<file path="src/rtl/stripe_write_sequencer_if.sv">
// Handshake and data bundle between the stripe write sequencer, its control unit,
// the SRAM staging buffers and the three SD card channels.
interface stripe_write_sequencer_if #(
    parameter int ADDR_W = 7
);
    logic              start;
    logic [31:0]       block_no;
    logic [2:0]        sd_ready;
    logic [5:0]        sd_error;
    logic              sd_start;
    logic [31:0]       sd_block_no;
    logic [1:0]        parity_sd_no;
    logic [1:0]        sram1_sd_no;
    logic [1:0]        sram2_sd_no;
    logic              sram_read_enable;
    logic [ADDR_W-1:0] sram_addr;
    logic              sd_write_enable;
    logic              busy;
    logic              done;
    logic              error;

    // Environment side: control unit plus SD card status
    modport master (
        output start, block_no, sd_ready, sd_error,
        input  sd_start, sd_block_no, parity_sd_no, sram1_sd_no, sram2_sd_no,
               sram_read_enable, sram_addr, sd_write_enable, busy, done, error
    );

    // Sequencer side
    modport slave (
        input  start, block_no, sd_ready, sd_error,
        output sd_start, sd_block_no, parity_sd_no, sram1_sd_no, sram2_sd_no,
               sram_read_enable, sram_addr, sd_write_enable, busy, done, error
    );
endinterface

</file>
<file path="src/rtl/stripe_write_sequencer.sv">
// RAID5 stripe write sequencer: rotates parity over three SD cards and streams one SRAM
// block to them. Optional macro STRIPE_RETRY_EN allows one restart of a stripe after a card error.
module stripe_write_sequencer #(
    parameter int WORDS_PER_BLOCK = 128,
    parameter int ADDR_W          = 7
) (
    input  logic                    clk,
    input  logic                    n_rst,
    stripe_write_sequencer_if.slave bus
);
    typedef enum logic [2:0] {
        S_IDLE, S_SETUP, S_START, S_WAIT_RDY, S_READ, S_WRITE, S_WAIT_DONE, S_FIN
    } state_t;

    state_t            r_state, w_state_next;
    logic [31:0]       r_block_no;
    logic [1:0]        r_parity_sd_no, r_sram1_sd_no, r_sram2_sd_no;
    logic              r_sd_start, r_sram_read_enable, r_busy, r_done, r_error;
    logic              r_fail, w_fail_next;
    logic [ADDR_W-1:0] r_sram_addr, w_sram_addr_next;
    logic              w_accept, w_all_ready, w_any_error, w_err_state, w_last_word;
    logic              w_sd_write_enable;
    logic [1:0]        w_parity_idx;
`ifdef STRIPE_RETRY_EN
    logic              r_retry, w_retry_next;
`endif

    // 4 == 1 (mod 3), so summing base-4 digits preserves the residue without a divider
    function automatic logic [1:0] mod3(input logic [31:0] v);
        logic [5:0] s;
        s = '0;
        for (int i = 0; i < 16; i++) begin
            s = s + {4'd0, v[2*i +: 2]};
        end
        s = {4'd0, s[1:0]} + {4'd0, s[3:2]} + {4'd0, s[5:4]};
        s = {4'd0, s[1:0]} + {4'd0, s[3:2]};
        if (s >= 6'd3) begin
            s = s - 6'd3;
        end
        return s[1:0];
    endfunction

    assign w_parity_idx = mod3(r_block_no);
    assign w_all_ready  = (bus.sd_ready == 3'b111);
    assign w_any_error  = |bus.sd_error;
    assign w_last_word  = (r_sram_addr == ADDR_W'(WORDS_PER_BLOCK - 1));
    assign w_err_state  = (r_state == S_WAIT_RDY) || (r_state == S_READ) ||
                          (r_state == S_WRITE)    || (r_state == S_WAIT_DONE);

    always_comb begin
        w_state_next      = r_state;
        w_sram_addr_next  = r_sram_addr;
        w_fail_next       = r_fail;
        w_accept          = 1'b0;
        w_sd_write_enable = 1'b0;
`ifdef STRIPE_RETRY_EN
        w_retry_next      = r_retry;
`endif
        case (r_state)
            S_IDLE: begin
`ifdef STRIPE_RETRY_EN
                w_retry_next = 1'b0;
`endif
                // busy still covers the done cycle, so a start there is ignored
                if (bus.start && !r_busy) begin
                    w_accept         = 1'b1;
                    w_state_next     = S_SETUP;
                    w_sram_addr_next = '0;
                    w_fail_next      = 1'b0;
                end
            end
            S_SETUP:    w_state_next = S_START;
            S_START:    w_state_next = S_WAIT_RDY;
            S_WAIT_RDY: if (w_all_ready) w_state_next = S_READ;
            S_READ:     w_state_next = S_WRITE;
            S_WRITE: begin
                if (w_all_ready) begin
                    w_sd_write_enable = 1'b1;
                    if (w_last_word) begin
                        w_state_next = S_WAIT_DONE;
                    end else begin
                        w_sram_addr_next = r_sram_addr + 1'b1;
                        w_state_next     = S_READ;
                    end
                end
            end
            S_WAIT_DONE: if (w_all_ready) w_state_next = S_FIN;
            S_FIN:       w_state_next = S_IDLE;
            default:     w_state_next = S_IDLE;
        endcase

        // A card fault overrides readiness and suppresses the write of this cycle
        if (w_err_state && w_any_error) begin
            w_sd_write_enable = 1'b0;
            w_sram_addr_next  = r_sram_addr;
`ifdef STRIPE_RETRY_EN
            if (!r_retry) begin
                w_state_next     = S_START;
                w_sram_addr_next = '0;
                w_retry_next     = 1'b1;
            end else begin
                w_state_next = S_FIN;
                w_fail_next  = 1'b1;
            end
`else
            w_state_next = S_FIN;
            w_fail_next  = 1'b1;
`endif
        end
    end

    always_ff @(posedge clk or negedge n_rst) begin
        if (!n_rst) begin
            r_state            <= S_IDLE;
            r_block_no         <= '0;
            r_parity_sd_no     <= 2'd1;
            r_sram1_sd_no      <= 2'd2;
            r_sram2_sd_no      <= 2'd3;
            r_sd_start         <= 1'b0;
            r_sram_read_enable <= 1'b0;
            r_sram_addr        <= '0;
            r_busy             <= 1'b0;
            r_done             <= 1'b0;
            r_error            <= 1'b0;
            r_fail             <= 1'b0;
`ifdef STRIPE_RETRY_EN
            r_retry            <= 1'b0;
`endif
        end else begin
            r_state            <= w_state_next;
            r_sram_addr        <= w_sram_addr_next;
            r_fail             <= w_fail_next;
`ifdef STRIPE_RETRY_EN
            r_retry            <= w_retry_next;
`endif
            r_sd_start         <= (w_state_next == S_START);
            r_sram_read_enable <= (w_state_next == S_READ) || (w_state_next == S_WRITE);
            // done and the error flag land one cycle after FIN, busy stretches to cover them
            r_busy             <= (w_state_next != S_IDLE) || (r_state == S_FIN);
            r_done             <= (r_state == S_FIN);
            if (w_accept) begin
                r_block_no <= bus.block_no;
                r_error    <= 1'b0;
            end else if (r_state == S_FIN) begin
                r_error <= r_fail;
            end
            if (r_state == S_SETUP) begin
                case (w_parity_idx)
                    2'd0: begin
                        r_parity_sd_no <= 2'd1;
                        r_sram1_sd_no  <= 2'd2;
                        r_sram2_sd_no  <= 2'd3;
                    end
                    2'd1: begin
                        r_parity_sd_no <= 2'd2;
                        r_sram1_sd_no  <= 2'd3;
                        r_sram2_sd_no  <= 2'd1;
                    end
                    default: begin
                        r_parity_sd_no <= 2'd3;
                        r_sram1_sd_no  <= 2'd1;
                        r_sram2_sd_no  <= 2'd2;
                    end
                endcase
            end
        end
    end

    assign bus.sd_start         = r_sd_start;
    assign bus.sd_block_no      = r_block_no;
    assign bus.parity_sd_no     = r_parity_sd_no;
    assign bus.sram1_sd_no      = r_sram1_sd_no;
    assign bus.sram2_sd_no      = r_sram2_sd_no;
    assign bus.sram_read_enable = r_sram_read_enable;
    assign bus.sram_addr        = r_sram_addr;
    assign bus.sd_write_enable  = w_sd_write_enable;
    assign bus.busy             = r_busy;
    assign bus.done             = r_done;
    assign bus.error            = r_error;
endmodule

</file>
<file path="src/flat_wrapper.sv">
// flat-port wrapper written by rule: the top's interface ports become plain ports
module stripe_write_sequencer_flat 
#(
    parameter int WORDS_PER_BLOCK = 128,
    parameter int ADDR_W          = 7
)
  (clk, n_rst, bus_start, bus_block_no, bus_sd_ready, bus_sd_error, bus_sd_start, bus_sd_block_no, bus_parity_sd_no, bus_sram1_sd_no, bus_sram2_sd_no, bus_sram_read_enable, bus_sram_addr, bus_sd_write_enable, bus_busy, bus_done, bus_error);
  stripe_write_sequencer_if #(.ADDR_W(ADDR_W)) bus_i ();
  input  logic clk;
  input  logic n_rst;
  input wire logic [$bits(bus_i.start)-1:0] bus_start;
  input wire logic [$bits(bus_i.block_no)-1:0] bus_block_no;
  input wire logic [$bits(bus_i.sd_ready)-1:0] bus_sd_ready;
  input wire logic [$bits(bus_i.sd_error)-1:0] bus_sd_error;
  output wire logic [$bits(bus_i.sd_start)-1:0] bus_sd_start;
  output wire logic [$bits(bus_i.sd_block_no)-1:0] bus_sd_block_no;
  output wire logic [$bits(bus_i.parity_sd_no)-1:0] bus_parity_sd_no;
  output wire logic [$bits(bus_i.sram1_sd_no)-1:0] bus_sram1_sd_no;
  output wire logic [$bits(bus_i.sram2_sd_no)-1:0] bus_sram2_sd_no;
  output wire logic [$bits(bus_i.sram_read_enable)-1:0] bus_sram_read_enable;
  output wire logic [$bits(bus_i.sram_addr)-1:0] bus_sram_addr;
  output wire logic [$bits(bus_i.sd_write_enable)-1:0] bus_sd_write_enable;
  output wire logic [$bits(bus_i.busy)-1:0] bus_busy;
  output wire logic [$bits(bus_i.done)-1:0] bus_done;
  output wire logic [$bits(bus_i.error)-1:0] bus_error;
  assign bus_i.start = bus_start;
  assign bus_i.block_no = bus_block_no;
  assign bus_i.sd_ready = bus_sd_ready;
  assign bus_i.sd_error = bus_sd_error;
  assign bus_sd_start = bus_i.sd_start;
  assign bus_sd_block_no = bus_i.sd_block_no;
  assign bus_parity_sd_no = bus_i.parity_sd_no;
  assign bus_sram1_sd_no = bus_i.sram1_sd_no;
  assign bus_sram2_sd_no = bus_i.sram2_sd_no;
  assign bus_sram_read_enable = bus_i.sram_read_enable;
  assign bus_sram_addr = bus_i.sram_addr;
  assign bus_sd_write_enable = bus_i.sd_write_enable;
  assign bus_busy = bus_i.busy;
  assign bus_done = bus_i.done;
  assign bus_error = bus_i.error;
  stripe_write_sequencer #(.WORDS_PER_BLOCK(WORDS_PER_BLOCK), .ADDR_W(ADDR_W)) u_core (.clk(clk), .n_rst(n_rst), .bus(bus_i));
endmodule
</file>
<file path="config.mk">
export PLATFORM = sky130hd
export DESIGN_NAME = stripe_write_sequencer_flat
export DESIGN_NICKNAME = d
export VERILOG_FILES = /design/src/rtl/stripe_write_sequencer_if.sv /design/src/rtl/stripe_write_sequencer.sv /design/src/flat_wrapper.sv
export SDC_FILE = /design/constraint.sdc
export NUM_CORES = 1
export LEC_CHECK = 0
export ABC_AREA = 0
export BUFFER_PORTS_ARGS = -buffer_cell sky130_fd_sc_hd__buf_2
export CAP_MARGIN = 10
export CORE_ASPECT_RATIO = 0.8
export CORE_MARGIN = 4
export CORE_UTILIZATION = 35
export CTS_CLUSTER_DIAMETER = 50
export CTS_CLUSTER_SIZE = 20
export DETAILED_ROUTE_END_ITERATION = 7
export GPL_TIMING_DRIVEN = 1
export PLACE_DENSITY = 0.61
export SYNTH_ARGS = -nofsm -noshare
export SYNTH_HDL_FRONTEND = slang
export SYNTH_SLANG_ARGS = --single-unit
</file>
<file path="constraint.sdc">
create_clock -name clk -period 7.8 [get_ports clk]
set_input_delay 1.17 -clock clk [delete_from_list [all_inputs] [get_ports clk]]
set_output_delay 1.17 -clock clk [all_outputs]
set_load 0.1 [all_outputs]
</file>
# --- Yosys cells after proc, flatten, opt, wreduce, memory -nomap -nowiden ---
# Index checks and enable logic that the tools add are counted.
word_totals:
  elab_cells: 93
  regBits: 54
  inputBits: 44
  out_inout_bits: 51
op_classes:
  n_reduce_logical: 18
  muxes: 25
  eq_ne: 16
  order_cmp: 1
  addsub: 20
  bitwise: 1
op_table:
  columns: ["op", "n"]
  rows:
  - ["$add 6x2->6", 14]
  - ["$pmux 3 s8", 1]
  - ["$eq 3x3->1 const B", 7]
  - ["$mux 7", 3]
  - ["$mux 3", 5]
  - ["$pmux 7 s2", 1]
  - ["$pmux 2 s2", 3]
  - ["$mux 1", 10]
  - ["$add 2x2->3", 3]
  - ["$eq 3x2->1 const B", 3]
  - ["$reduce_bool 2->1", 4]
  - ["$add 7x1->7 const B", 1]
  - ["$eq 7x7->1 const B", 1]
  - ["$reduce_or 6->1", 1]
  - ["$logic_or 1x1->1", 5]
  - ["$reduce_and 5->1", 1]
  - ["$add 4x2->4", 1]
  - ["$mux 2", 2]
  - ["$ne 2x1->1 const B", 2]
  - ["$eq 3x1->1 const B", 1]
  - ["$ge 3x2->1 const B", 1]
  - ["$logic_not 3->1", 1]
  - ["$reduce_bool 3->1", 1]
  - ["$eq 2x1->1 const B", 1]
  - ["other kinds (7)", 8]

# --- Longest topological paths before layout ---
depth:
  word_depth: 22
  depth_mapped: 25
  depth_no_buf: 25

# --- Least setup slack after synthesis ---
# OpenSTA, ideal clock, no wires.
synth_path:
  kind: "register -> register"
  from: "register u_core.r_block_no[2] (netlist: u_core.bus.sd_block_no[2])"
  to: "register u_core.r_sram1_sd_no[0] (netlist: u_core.bus.sram1_sd_no[0])"
  period_less_slack_ns: 7.866
  arrival_ns: 7.784
  setup_ns: 0.083
  stages_incl_launch_ff: 25
  n_path_buf: 0
  setup_slack_ns: -0.066
  required_time_ns: 7.717
  path_cell_list: "dfrtp_1 > ha_1 > inv_1 > fa_1 > inv_1 > fa_1 > fa_1 > fa_1 > fa_1 > inv_1 > fa_1 > inv_1 > ha_1 > fa_1 > ha_1 > fa_1 > fa_1 > xor2_1 > ha_1 > fa_1 > ha_1 > or3_1 > nand3b_1 > o21ai_0 > o21ai_0"
synth_via:
  elab_chain_len: 22
  elab_cells_between_ends: 24
  classes_between: "add/sub: 19; order compare: 1; eq/ne: 1; mux: 2; reduce/logical: 1"
synth_rtl:
  columns: ["item", "line_no", "source"]
  rows:
  - ["start: declaration", "stripe_write_sequencer.sv:16", "logic [31:0] r_block_no;"]
  - ["start signal: assignment", "stripe_write_sequencer.sv:142", "r_block_no <= bus.block_no;"]
  - ["$add 2x2->3 *", "stripe_write_sequencer.sv:33", "s = s + {4'd0, v[2*i +: 2]};"]
  - ["$add 6x2->6 * (14 in a row)", "stripe_write_sequencer.sv:33", null]
  - ["$add 2x2->3", "stripe_write_sequencer.sv:35", "s = {4'd0, s[1:0]} + {4'd0, s[3:2]} + {4'd0, s[5:4]};"]
  - ["$add 4x2->4 *", "stripe_write_sequencer.sv:35", null]
  - ["$add 2x2->3 *", "stripe_write_sequencer.sv:36", "s = {4'd0, s[1:0]} + {4'd0, s[3:2]};"]
  - ["$ge 3x2->1 or $sub 2x2->2 (tied branches)", "stripe_write_sequencer.sv:37, stripe_write_sequencer.sv:38", null]
  - ["$mux 2 *", "stripe_write_sequencer.sv:37", "if (s >= 6'd3) begin"]
  - ["$eq 2x1->1 or $logic_not 2->1 (tied branches)", "stripe_write_sequencer.sv:148", "case (w_parity_idx)"]
  - ["$pmux 2 s2 *", "stripe_write_sequencer.sv:148", null]
  - ["end signal: assignment", "stripe_write_sequencer.sv:151", "r_sram1_sd_no <= 2'd2;"]
  - ["end signal: assignment", "stripe_write_sequencer.sv:156", "r_sram1_sd_no <= 2'd3;"]
  - ["end signal: assignment", "stripe_write_sequencer.sv:161", "r_sram1_sd_no <= 2'd1;"]
  - ["end: declaration", "stripe_write_sequencer.sv:17", "logic [1:0] r_parity_sd_no, r_sram1_sd_no, r_sram2_sd_no;"]
# Mark *: on every way between the ends. The rest lies on a longest branch, timed or not.
# A chain may end at the register's enable or synchronous reset.

# --- Worst setup path in the final report ---
layout_path:
  from: "register u_core.r_block_no[0] (netlist: u_core.bus.sd_block_no[0])"
  to: "register u_core.r_sram1_sd_no[0] (netlist: u_core.bus.sram1_sd_no[0])"
# The elaborated chain is that of the path after synthesis.

==> results.tsv <==
stage	metric	value	unit
run_status	status	completed	
sta	Slew HR	41.7	%
grt	initial antenna violation count	0	
sta	crit share post-route	95.0	%
setup_path	Req. time, crit path	8010	ps
detailed_routing	first drt pass iteration count	4	
synth	sequential share of the synthesized area	39.8	%
place	GP Congestion	0.738	
final_layout	final instance area	0.00389	mm^2
sta	sum of negative setup slack	0	ps
synth	EDFF count, synth	0	
synth	cell taking the most area after synthesis	dfrtp_1	
floorplan	Initial Util	36.9	%
detailed_routing	initial DRC count	99	
synth	Syn Nets	419	
clocking	Root Driver	clkbuf_16	
clocking	cts bufs inserted	5	
final_layout	multi-input logic area	0.00166	mm^2
setup_path	Crit-path slowest cell	fa_1	
setup_path	CP most frequent cell	fa_1	
clocking	Post-CTS Setup Inserts	0	
grt	vias in the first global route	2367	
synth	predominant post-synthesis flop cell	dfrtp_1	
min_path	Hold WC Path Type	flop to flop	
final_layout	diodes inserted	0	
floorplan	die height	93.7	um
setup_path	Critical Path Sink Type	flop	
detailed_routing	DRC viols	0	
floorplan	# rows	30	
final_layout	Final nets	505	
grt	total track usage	13.9	%
detailed_routing	via/cell ratio	4.61	
synth	Cell Area, Synth	0.00321	mm^2
setup_path	CP peak stage delay	540	ps
place	# port buffers	94	
setup_path	worst r2r src	u_core.bus.sd_block_no[0]	
grt	largest net degree at the start of global routing	54	
clocking	CTS tree	yes	
final_layout	share of cells above drive strength 1	27.0	%
sta	skew final	5.38	ps
detailed_routing	Vias	2441	
clocking	Reg clk slew, reported paths	70	ps
sta	RSZ-0062 raised after global routing	no	
sta	Final Max Slew Viols	0	
floorplan	IO Pins	95	
setup_path	Crit Path Max Fanout	4	
synth	Synth Warn #	0	
synth	largest cells by area after synthesis	dfrtp_1 38%, fa_1 19%, nand2_1 9.1%	
clocking	Max Root-Sink Buffers	2	
synth	FFs w/ async S/R, synth	100	%
clocking	Sink Count	51	
grt	global-route wire length before repair	11.8	mm
setup_path	CP Buf/Inv Count	4	
clocking	# H-tree levels	2	
job	MaxCap Viol Count	0	
clocking	cts repair resizes	0	
clocking	Worst-Skew Late Latency	290	ps
synth	Yosys reg bits	51	
synth	Mean Syn Cell Area	9.71	um^2
final_layout	Post-Layout Cell Count	530	
sta	Slew @ Worst Pin	874	ps
final_layout	Layout Area Growth over Synthesis	21.1	%
grt	gr ovfl total	0	
place	Inst Count DP	522	
sta	f_max	135	MHz
sta	endpoints failing setup	0	
floorplan	core area	0.00871	mm^2
min_path	Hold Path Origin	u_core.r_fail	
detailed_routing	post-route ant nets	0	
place	Cell Area, Placed	0.00375	mm^2
final_layout	Final Core Density	44.7	%
final_layout	register area	0.00128	mm^2
synth	most frequent cell after synthesis	nand2_1	
synth	Post-synth top cells	78 x nand2_1, 50 x inv_1, 49 x dfrtp_1	
detailed_routing	Routed WL per cell	13.6	um
setup_path	R2R setup slack	390	ps
final_layout	# fillers	849	
setup_path	Worst Path Arrival	7620	ps
sta	Final min period	7410	ps
detailed_routing	Routed WL	7.19	mm
floorplan	Die Wd	115	um
sta	final hold vios	0	
setup_path	CP startpoint kind	flop	
synth	Distinct cells, synth	39	
setup_path	Worst Setup SP	u_core.bus.sd_block_no[0]	
floorplan	Die ar.	0.0108	mm^2
setup_path	crit-path leading delay family	adder cells	
clocking	hold buffers post-CTS	0	
place	detailed placement HPWL	5.70	mm
setup_path	Crit Path Category	flop to flop	
synth	Synth Instances	331	
setup_path	critical path cell sequence	ha_1, inv_1, fa_1, inv_1, fa_1, fa_1, fa_1, fa_1, inv_1, fa_1, inv_1, ha_1, fa_1, ha_1, fa_1, fa_1, xor2_1, ha_1, fa_1, ha_1, or3_1, nand3b_1, o21ai_0, o21ai_0	
synth	area share of the largest cell type after synthesis	38.1	%
-- path summary, 6_finish.rpt --
path	cells past startpoint	endpoint
max	24	u_core.bus.sram1_sd_no[0]
min	2	u_core.r_fail
max reg2reg	24	u_core.bus.sram1_sd_no[0]
min reg2reg	2	u_core.r_fail
max in group asynchronous	2	u_core.bus.sd_block_no[0]
min in group asynchronous	2	u_core.bus.sd_block_no[14]
-- layout make-up --
class / count / area share, %
inverters: 50 / 4.82
clock inverters: 3 / 0.386
clock buffers: 5 / 3.22
repair buffers: 95 / 12.3
flip-flops and latches: 51 / 32.9
multi-input cells: 214 / 42.8
well taps: 112 / 3.60
-- state kept, by name (all words and copies together) (netlist names) --
| signal | count |
|---|---|
| u_core.bus.sram_read_enable | 1 |
| u_core.bus.sd_block_no | 32 |
| u_core.bus.error | 1 |
| u_core.r_fail | 1 |
| u_core.bus.sram2_sd_no | 1 |
| u_core.bus.done | 1 |
| u_core.bus.parity_sd_no | 1 |
| u_core.bus.sram_addr | 7 |
| u_core.r_state | 3 |
| u_core.bus.sram1_sd_no | 1 |
| u_core.bus.busy | 1 |
| u_core.bus.sd_start | 1 |
-- worst reg2reg max path, cell delays in order (launching register included) --
cell and delay (ps):
dfrtp_2 410, ha_1 190, inv_1 60, fa_1 400
inv_1 70, fa_1 430, fa_1 520, fa_1 510
fa_1 540, inv_1 60, fa_1 540, inv_1 40
ha_1 220, fa_1 440, ha_1 200, fa_1 490
fa_1 420, xor2_1 160, ha_1 200, fa_1 490
ha_1 240, or3_1 400, nand3b_1 100, o21ai_0 70
o21ai_0 140
-- stage by stage --
stage / worst slack (ps) / hold slack [ps]
detailed placement: 367 / 471
floorplan: 1.10 / 446
global route: 108 / 507
finish: 394 / 485
global placement: 503 / 465
CTS: 355 / 486
-- placed cells by master, fill, tap and decap left out, drive strengths merged, types with 3 or more instances in the layout --
cell,netlist,final
a21o,3,3
a21oi,9,9
and3,3,3
buf,9,95
clkbuf,7,5
clkinv,0,3
dfrtp,49,49
fa,30,30
ha,14,14
inv,50,50
mux2i,3,3
nand2,78,78
nand3,5,5
nand3b,3,3
nor2,6,6
nor3,4,4
o21ai,26,26
o31ai,5,5
or4,5,5
-- kinds of logic (layout without fill, tap and decap cells) --
group | after synthesis | after routing | share of synthesized area [%]
multiplexers | 4 | 4 | 1.28
flip-flops | 51 | 51 | 39.8
buffers and inverters | 66 | 153 | 8.49
AND/OR/NAND/NOR | 111 | 111 | 15.7
AO/OA/AOI/OAI | 52 | 52 | 9.77
adder cells (fa/ha/maj) | 44 | 44 | 24.1
XOR/XNOR | 3 | 3 | 0.818
-- routing by layer --
layer  track usage (%)  vias up  wire (um)
met5                 0        -          0
met4              3.81        0         76
met3              3.09        7        520
met2              18.8       79       2970
met1              22.1     1128       3620
li1                  -     1227          -
Power is not shown: default switching activity piles up to over one toggle a cycle in this logic, so the estimate is an artifact.
